### src/rtl/arb_pkg.sv
// Shared types and constants for the arbitrage detector.
// Holds the FSM encoding, default price width and trade direction codes.
package arb_pkg;

    localparam int PRICE_W_DEF = 16;

    localparam logic DIR_BUY_A = 1'b0;
    localparam logic DIR_BUY_B = 1'b1;

    typedef enum logic [1:0] {
        ST_IDLE = 2'd0,
        ST_EVAL = 2'd1,
        ST_FIRE = 2'd2,
        ST_COOL = 2'd3
    } arb_state_t;

endpackage

### src/rtl/arb_spread.sv
// Absolute price difference and trade direction of two prices.
// Uses a one-bit-wider subtraction so the borrow selects the direction.
module arb_spread
    import arb_pkg::*;
#(
    parameter int PRICE_W = PRICE_W_DEF
) (
    input  logic [PRICE_W-1:0] a,
    input  logic [PRICE_W-1:0] b,
    output logic [PRICE_W-1:0] spread,
    output logic               dir
);

    logic [PRICE_W:0] diff;

    always_comb begin
        diff = {1'b0, a} - {1'b0, b};
        if (diff[PRICE_W]) begin
            spread = b - a;
            dir    = DIR_BUY_A;
        end else begin
            spread = diff[PRICE_W-1:0];
            dir    = (diff != '0) ? DIR_BUY_B : DIR_BUY_A;
        end
    end

endmodule

### src/rtl/arbitrage_detector.sv
// Two-exchange arbitrage detector: latch, evaluate, fire, cool down.
// Define ARB_STATS_EN to build the trade_count / max_spread statistics.
module arbitrage_detector
    import arb_pkg::*;
#(
    parameter int PRICE_W         = PRICE_W_DEF,
    parameter int THRESHOLD       = 5,
    parameter int COOLDOWN_CYCLES = 1000
) (
    input  logic               clk,
    input  logic               rst,
    input  logic [PRICE_W-1:0] price_A,
    input  logic [PRICE_W-1:0] price_B,
    input  logic               packet_valid,
    output logic               trade_valid,
    output logic               trade_dir,
    output logic [PRICE_W-1:0] buy_price,
    output logic [PRICE_W-1:0] sell_price,
    output logic [PRICE_W-1:0] trade_spread,
    output logic               busy,
    output logic [15:0]        trade_count,
    output logic [PRICE_W-1:0] max_spread
);

    localparam int CNT_W = $clog2(COOLDOWN_CYCLES + 1);
    localparam logic [CNT_W-1:0] CNT_LOAD =
        CNT_W'(COOLDOWN_CYCLES - 1);
    localparam logic [PRICE_W-1:0] THR = PRICE_W'(THRESHOLD);

    arb_state_t         state;
    arb_state_t         state_nxt;
    logic [PRICE_W-1:0] lat_a;
    logic [PRICE_W-1:0] lat_b;
    logic [CNT_W-1:0]   cd_cnt;
    logic [PRICE_W-1:0] spread;
    logic               dir;
    logic               fire_ok;

    arb_spread #(
        .PRICE_W (PRICE_W)
    ) u_spread (
        .a      (lat_a),
        .b      (lat_b),
        .spread (spread),
        .dir    (dir)
    );

    assign fire_ok = (spread > THR) &&
                     (lat_a != '0) &&
                     (lat_b != '0);

    always_ff @(posedge clk or negedge rst) begin
        if (!rst) begin
            state <= ST_IDLE;
        end else begin
            state <= state_nxt;
        end
    end

    always_comb begin
        state_nxt = state;
        unique case (state)
            ST_IDLE: if (packet_valid) state_nxt = ST_EVAL;
            ST_EVAL: state_nxt = fire_ok ? ST_FIRE : ST_IDLE;
            ST_FIRE: state_nxt = ST_COOL;
            ST_COOL: if (cd_cnt == '0) state_nxt = ST_IDLE;
            default: state_nxt = ST_IDLE;
        endcase
    end

    always_comb begin
        trade_valid = (state == ST_FIRE);
        busy        = (state != ST_IDLE);
    end

    // Trade fields load only on a firing evaluation and hold otherwise.
    always_ff @(posedge clk or negedge rst) begin
        if (!rst) begin
            lat_a        <= '0;
            lat_b        <= '0;
            cd_cnt       <= '0;
            trade_dir    <= DIR_BUY_A;
            buy_price    <= '0;
            sell_price   <= '0;
            trade_spread <= '0;
        end else begin
            if (state == ST_IDLE && packet_valid) begin
                lat_a <= price_A;
                lat_b <= price_B;
            end
            if (state == ST_EVAL && fire_ok) begin
                trade_dir    <= dir;
                buy_price    <= dir ? lat_b : lat_a;
                sell_price   <= dir ? lat_a : lat_b;
                trade_spread <= spread;
            end
            if (state == ST_FIRE) begin
                cd_cnt <= CNT_LOAD;
            end else if (state == ST_COOL && cd_cnt != '0) begin
                cd_cnt <= cd_cnt - 1'b1;
            end
        end
    end

`ifdef ARB_STATS_EN
    logic [15:0]        cnt_q;
    logic [PRICE_W-1:0] max_q;

    always_ff @(posedge clk or negedge rst) begin
        if (!rst) begin
            cnt_q <= '0;
            max_q <= '0;
        end else if (state == ST_FIRE) begin
            if (cnt_q != 16'hFFFF) cnt_q <= cnt_q + 1'b1;
            if (trade_spread > max_q) max_q <= trade_spread;
        end
    end

    assign trade_count = cnt_q;
    assign max_spread  = max_q;
`else
    assign trade_count = '0;
    assign max_spread  = '0;
`endif

endmodule

### config.mk
export PLATFORM = sky130hd
export DESIGN_NAME = arbitrage_detector
export DESIGN_NICKNAME = d
export VERILOG_FILES = /design/src/rtl/arb_pkg.sv /design/src/rtl/arb_spread.sv /design/src/rtl/arbitrage_detector.sv
export SDC_FILE = /design/constraint.sdc
export NUM_CORES = 1
export LEC_CHECK = 0
export ABC_AREA = 1
export CORE_UTILIZATION = 30
export CTS_CLUSTER_DIAMETER = 80
export DETAILED_ROUTE_END_ITERATION = 8
export GPL_TIMING_DRIVEN = 0
export PLACE_DENSITY = 0.6
export SLEW_MARGIN = 10
export SYNTH_ARGS = -nofsm -noshare
export SYNTH_HDL_FRONTEND = slang
export SYNTH_SLANG_ARGS = --single-unit
### constraint.sdc
create_clock -name clk -period 2.59 [get_ports clk]
set_input_delay 0.518 -clock clk [delete_from_list [all_inputs] [get_ports clk]]
set_output_delay 0.518 -clock clk [all_outputs]
set_load 0.05 [all_outputs]
Word-level counts from Yosys, hierarchy flattened
Cells that the tools add are included. Widths: inputs -> output; s select.

Register bits after elaboration: 93. Input bits: 35. Output and inout port bits: 83.

Add/sub/neg operators: 3. $lt $le $gt $ge: 1. Eq/ne operators: 5. Muxes and demuxes: 11. Reductions and logical operators: 14.

Operators by type and width (count): $mux 16 (3); $reduce_bool 16->1 (2); $mux 10 (2); $reduce_bool 17->1 (1); $sub 16x16->17 (1); $gt 16x3->1 const B (1); $sub 16x16->16 (1); $logic_not 10->1 (1); $reduce_bool 10->1 (1); $sub 10x1->10 const B (1); $pmux 2 s4 (1); $mux 2 (3); $logic_and 1x1->1 (5); $eq 2x2->1 const B (2); $ne 2x2->1 const B (2); $reduce_bool 2->1 (2); $eq 2x1->1 const B (1); $logic_not 2->1 (1); $mux 1 (2); $reduce_and 2->1 (1).

Logic depth before layout (Yosys ltp)
Word-level depth: 7. Gate-level depth with buffers: 23. Mapped depth without buffers: 20.

Modules after synthesis
A second synthesis with hierarchy kept.

Cells, all modules: 977. Area, all modules: 6789.0 µm².

Modules (own cells, without submodules): arbitrage_detector (times used 1, cells each 585, area an instance 4626.9 µm², seq. area each 2327.2 µm²); arb_spread (times used 1, cells each 392, area an instance 2162.1 µm², seq. area each 0.0 µm²).

Worst setup path before layout
Ideal clock, no wire load.

Path type: register -> register. Start point: register lat_a[0]. End point: register trade_spread[5]. Setup time: 119 ps. Arrival: 2586 ps. Required time: 2471 ps. Path slack: -115 ps. Cell stages (with the launch flop): 22. Path buffers: 2. Clock period less this slack: 2705 ps. Path through: dfrtp_1 -> inv_1 -> ha_1 -> fa_1 -> inv_1 -> nand3_1 -> nand2_1 -> nand2_2 -> nand2_2 -> nand2_4 -> nand2_4 -> buf_8 -> nand2_2 -> nand2_2 -> nand2_2 -> nor2_2 -> nand2_2 -> nor2_4 -> nand2_4 -> buf_2 -> nand3b_1 -> nand2_1.

Longest elaborated chain between the ends: 6. Elaborated cells on any way between the ends: 8. Classes of those cells: add/sub: 2; order compare: 1; mux: 1; reduce/logical: 4.

Ends and longest elaborated chain: start: declaration (RTL line arbitrage_detector.sv:32) `logic [PRICE_W-1:0] lat_a;`; start signal: assignment (RTL line arbitrage_detector.sv:88) `lat_a <= price_A;`; $sub 16x16->17 / $sub 16x16->16 (equally long branches) (RTL line arb_spread.sv:17, arb_spread.sv:19); $mux 16 (RTL line arb_spread.sv:18) `if (diff[PRICE_W]) begin`; $gt 16x3->1 (RTL line arbitrage_detector.sv:48) `assign fire_ok = (spread > THR) &&`; $logic_and 1x1->1 (RTL line arbitrage_detector.sv:48); $logic_and 1x1->1 (RTL line arbitrage_detector.sv:49) `(lat_a != '0) &&`; $logic_and 1x1->1 (RTL line arbitrage_detector.sv:91) `if (state == ST_EVAL && fire_ok) begin`; end signal: assignment (RTL line arbitrage_detector.sv:95) `trade_spread <= spread;`; end: declaration (RTL line arbitrage_detector.sv:19) `output logic [PRICE_W-1:0] trade_spread,`.

Several ways; a longest one is shown, not always the timed one. A chain may end at the register's enable or synchronous reset.

Final worst setup path
Start point: register lat_a[3]. End point: register trade_spread[8].

The elaborated chain is that of the path after synthesis.

==> flow_metrics.env <==
export IMPL_grt_pass1_vias=6248
export IMPL_reg2reg_depth=22
export IMPL_vias=7162
export IMPL_drt_initial_drc_count=502
export IMPL_worstHoldPathType="primary input to async pin"
export IMPL_overflow=0
export IMPL_required_ns=2.84
export IMPL_critPathLaunchType="flop"
export IMPL_fin_ws_ns=-0.269
export IMPL_synth_top_area_share_pct=33.5
export IMPL_design_area_mm2=0.0100
export IMPL_io_buffers=85
export IMPL_start_util_pct=30.6
export IMPL_place_area_mm2=0.00833
export IMPL_slew_headroom_pct=55.3
export IMPL_setup_worst_path_end="trade_spread[8]"
export IMPL_pwr_share_seq_pct=46.4
export IMPL_clk_pin_slew_ns=0.08
export IMPL_final_core_util_pct=44.2
export IMPL_clk_latency_ns=0.36
export IMPL_synth_seq_cells=93
export IMPL_cp_arrival_ns=3.11
export IMPL_yosysTopAreaCell="dfrtp_1"
export IMPL_fillers=2298
export IMPL_wirelength_um=23100
export IMPL_power_density_mw_per_mm2=311
export IMPL_htree_levels=3
export IMPL_clkPwrFrac_pct=46.2
export IMPL_avgViaCountPerCell=4.71
export IMPL_reg2reg_from="lat_a[3]"
export IMPL_synth_area_top_cells="dfrtp_1 (33%), nand2_1 (20%), nand3_1 (7.3%), inv_1 (6.5%), ha_1 (5.8%)"
export IMPL_post_route_drc_count=0
export IMPL_synth_cells=1030
export IMPL_antenna_cells=0
export IMPL_numCtsBuffers=9
export IMPL_post_dp_hpwl_um=17000
export IMPL_synth_cell_types=38
export IMPL_cts_tree="built"
export IMPL_yosysWarningCount=0
export IMPL_switchingPower_uw=800
export IMPL_leakage_nw=5.13
export IMPL_tightest_slew_ns=0.671
export IMPL_crit_type="flop to flop"
export IMPL_drive_gt1_share_pct=28.5
export IMPL_synth_cell_area_mm2=0.00695
export IMPL_p_sw_share_pct=25.6
export IMPL_p_int_mw=2.32
export IMPL_r2r_slack_ns=-0.27
export IMPL_fp_dieArea_mm2=0.0238
export IMPL_grt_antenna_before_repair=0
export IMPL_drv_cap=0
export IMPL_syn2layout_area_growth_pct=44.4
export IMPL_setup_worst_path_start="lat_a[3]"
export IMPL_violations="setup timing"
export IMPL_numClockSinks=93
export IMPL_cts_root_buf="clkbuf_16"
export IMPL_grt_max_degree=53
export IMPL_clock_path_buffers=2
export IMPL_fmax_mhz=350
export IMPL_num_io_pins=118
export IMPL_place_congestion=0.873
export IMPL_status="complete, but fails checks"
export IMPL_num_rows=55
export IMPL_r2r_end="trade_spread[8]"
export IMPL_layout_nets=1301
export IMPL_firstDrtPassIters=5
export IMPL_routedWlPerCell_um=15.2
export IMPL_pwr_share_comb_pct=7.4
export IMPL_grtUsageTotal_pct=18.8
export IMPL_skew_ns=0.0136
export IMPL_cp_end_kind="flop"
export IMPL_grt_pass1_wl_um=34300
export IMPL_die_width_um=154
export IMPL_rsz0062_at_grt="yes"
export IMPL_ys_seq_area_share_pct=33.5
export IMPL_cp_max_fo=8
export IMPL_ant_nets=0
export IMPL_die_h_um=154
export IMPL_final_setup_viol_count=50
export IMPL_avgSynthCellArea_um2=6.75
export IMPL_fin_crit_sh_pct=110
export IMPL_core_area_mm2=0.0227
export IMPL_min_period_ns=2.86
export IMPL_ir_drop_v=0.000259
export IMPL_maxSlewViolCount=0
export IMPL_hold_viol=0
[cell type report]
cell class	instances	area (µm²)	share of cell area, %
Clock buffer	10	239	2.38
Inverter	128	483	4.81
Timing Repair Buffer	159	1560	15.5
Tap cell	285	357	3.55
Sequential cell	93	2350	23.4
Clock inverter	6	75.1	0.748
Buffer	61	531	5.28
Multi-Input combinational cell	780	4450	44.3
[per-stage QoR]
stage / TNS (ns) / hold slack (ns) / power [mW] / cells / setup slack, ns
final: -12.39 / 0.137 / 3.12 / 1522 / -0.269
after global routing: -19.95 / 0.195 / 3.21 / 1522 / -0.423
after CTS: -11.67 / 0.165 / 3.16 / 1488 / -0.292
after detailed placement: -40.68 / 0.459 / 1.71 / 1432 / -0.965
after global placement: -286.39 / 0.456 / 1.71 / 1431 / -2.63
after floorplan: -1.09 / 0.222 / 1.62 / 1061 / -0.0242
[metal layers]
layer	track usage (%)	vias to the layer above	routed length [µm]
met5	0	-	0
met2	28.6	263	10400
li1	-	3575	-
met3	3.47	29	1600
met4	5.24	0	406
met1	27.0	3295	10700
[worst min path at each step]
stage / slack, ns / to / depth (start not counted) / start
6_report: 0.14 / buy_price[0] / 1 / rst
2_1_floorplan: 0.22 / async pin / 0 / rst
4_1_cts: 0.16 / buy_price[0] / 1 / rst
3_5_place_dp: 0.46 / trade_spread[14] / 2 / trade_spread[14]
5_1_grt: 0.20 / buy_price[0] / 1 / rst
3_3_place_gp: 0.46 / trade_spread[6] / 2 / trade_spread[6]
[cells by family (layout without fill, tap and decap cells)]
logic type / Yosys count / in the layout / synth area share [%]
other: 1 / 32 / 0.0539
XOR/XNOR: 4 / 4 / 0.504
AND/OR/NAND/NOR: 641 / 641 / 40.8
buffers and inverters: 189 / 364 / 13.5
multiplexers: 1 / 1 / 0.162
flip-flops: 93 / 93 / 33.5
adder cells (fa/ha/maj): 34 / 34 / 6.33
AO/OA/AOI/OAI: 67 / 68 / 5.18
[placed cells by master, fill, tap and decap left out, types with 11 or more instances in the layout]
master / netlist / layout
a21oi_1: 52 / 50
buf_4: 32 / 89
buf_6: 1 / 19
clkbuf_16: 0 / 11
clkdlybuf4s50_1: 0 / 83
conb_1: 1 / 32
dfrtp_1: 93 / 77
dfrtp_2: 0 / 16
ha_1: 32 / 12
ha_4: 0 / 16
inv_1: 121 / 107
inv_2: 5 / 19
nand2_1: 377 / 310
nand2_2: 52 / 102
nand2_4: 3 / 17
nand3_1: 101 / 95
nand3b_1: 11 / 11
nand4_1: 16 / 16
nor2_1: 62 / 53
[power by group through the flow]
stage               logic (mW)  registers (mW)  clock network [mW]
finish                   0.231            1.45                1.44
global placement         0.227            1.48                   0
CTS                      0.232            1.45                1.48
detailed placement       0.231            1.48                   0
global route             0.244            1.45                1.51
floorplan                0.139            1.48                   0
[what timing repair did]
item                       in CTS  in global routing
pin swaps                      15                 53
buffers inserted               35                 32
hold endpoints to repair        0                  0
setup endpoints to repair      51                 54
cloned                          5                  2
hold buffers                    0                  0
resized for setup             112                110
[cells in the mapped netlist (all sizes together)]
library cell  number
buf               48
nand4             16
dfrtp             93
nor2              68
nor3               4
inv              126
clkinv             2
fa                 2
a41oi              1
o21bai             1
a31oi              1
clkbuf            13
nand2            433
o211ai             1
o21ai              9
mux2               1
nor4               7
a21oi             54
conb               1
xor2               3
nand3            101
ha                32
xnor2              1
and2               1
nand3b            11
[critical path, cell delays in order, from the launching register on]
cell and delay [ns]:
dfrtp_1 0.40, inv_2 0.09, ha_4 0.20, buf_6 0.13, nand2_2 0.05, nand2_2 0.06, inv_2 0.07, nand2_2 0.07
nand2_4 0.09, nand2_8 0.08, buf_12 0.14, buf_4 0.13, a21oi_4 0.23, nand3_2 0.11, nand2_2 0.12, nor2_4 0.06
nand2_2 0.08, nor2_4 0.05, nand2_4 0.12, nand2_8 0.14, clkbuf_16 0.21, nand2_1 0.05, nand2_1 0.04
[sequential cells by signal, indices dropped and copies added (netlist names), named ones only]
name	count
state	1
sell_price	16
lat_b	16
cd_cnt	10
trade_dir	1
lat_a	16
trade_spread	16
buy_price	16
No activity file was read; power rests on OpenSTA's default activity.
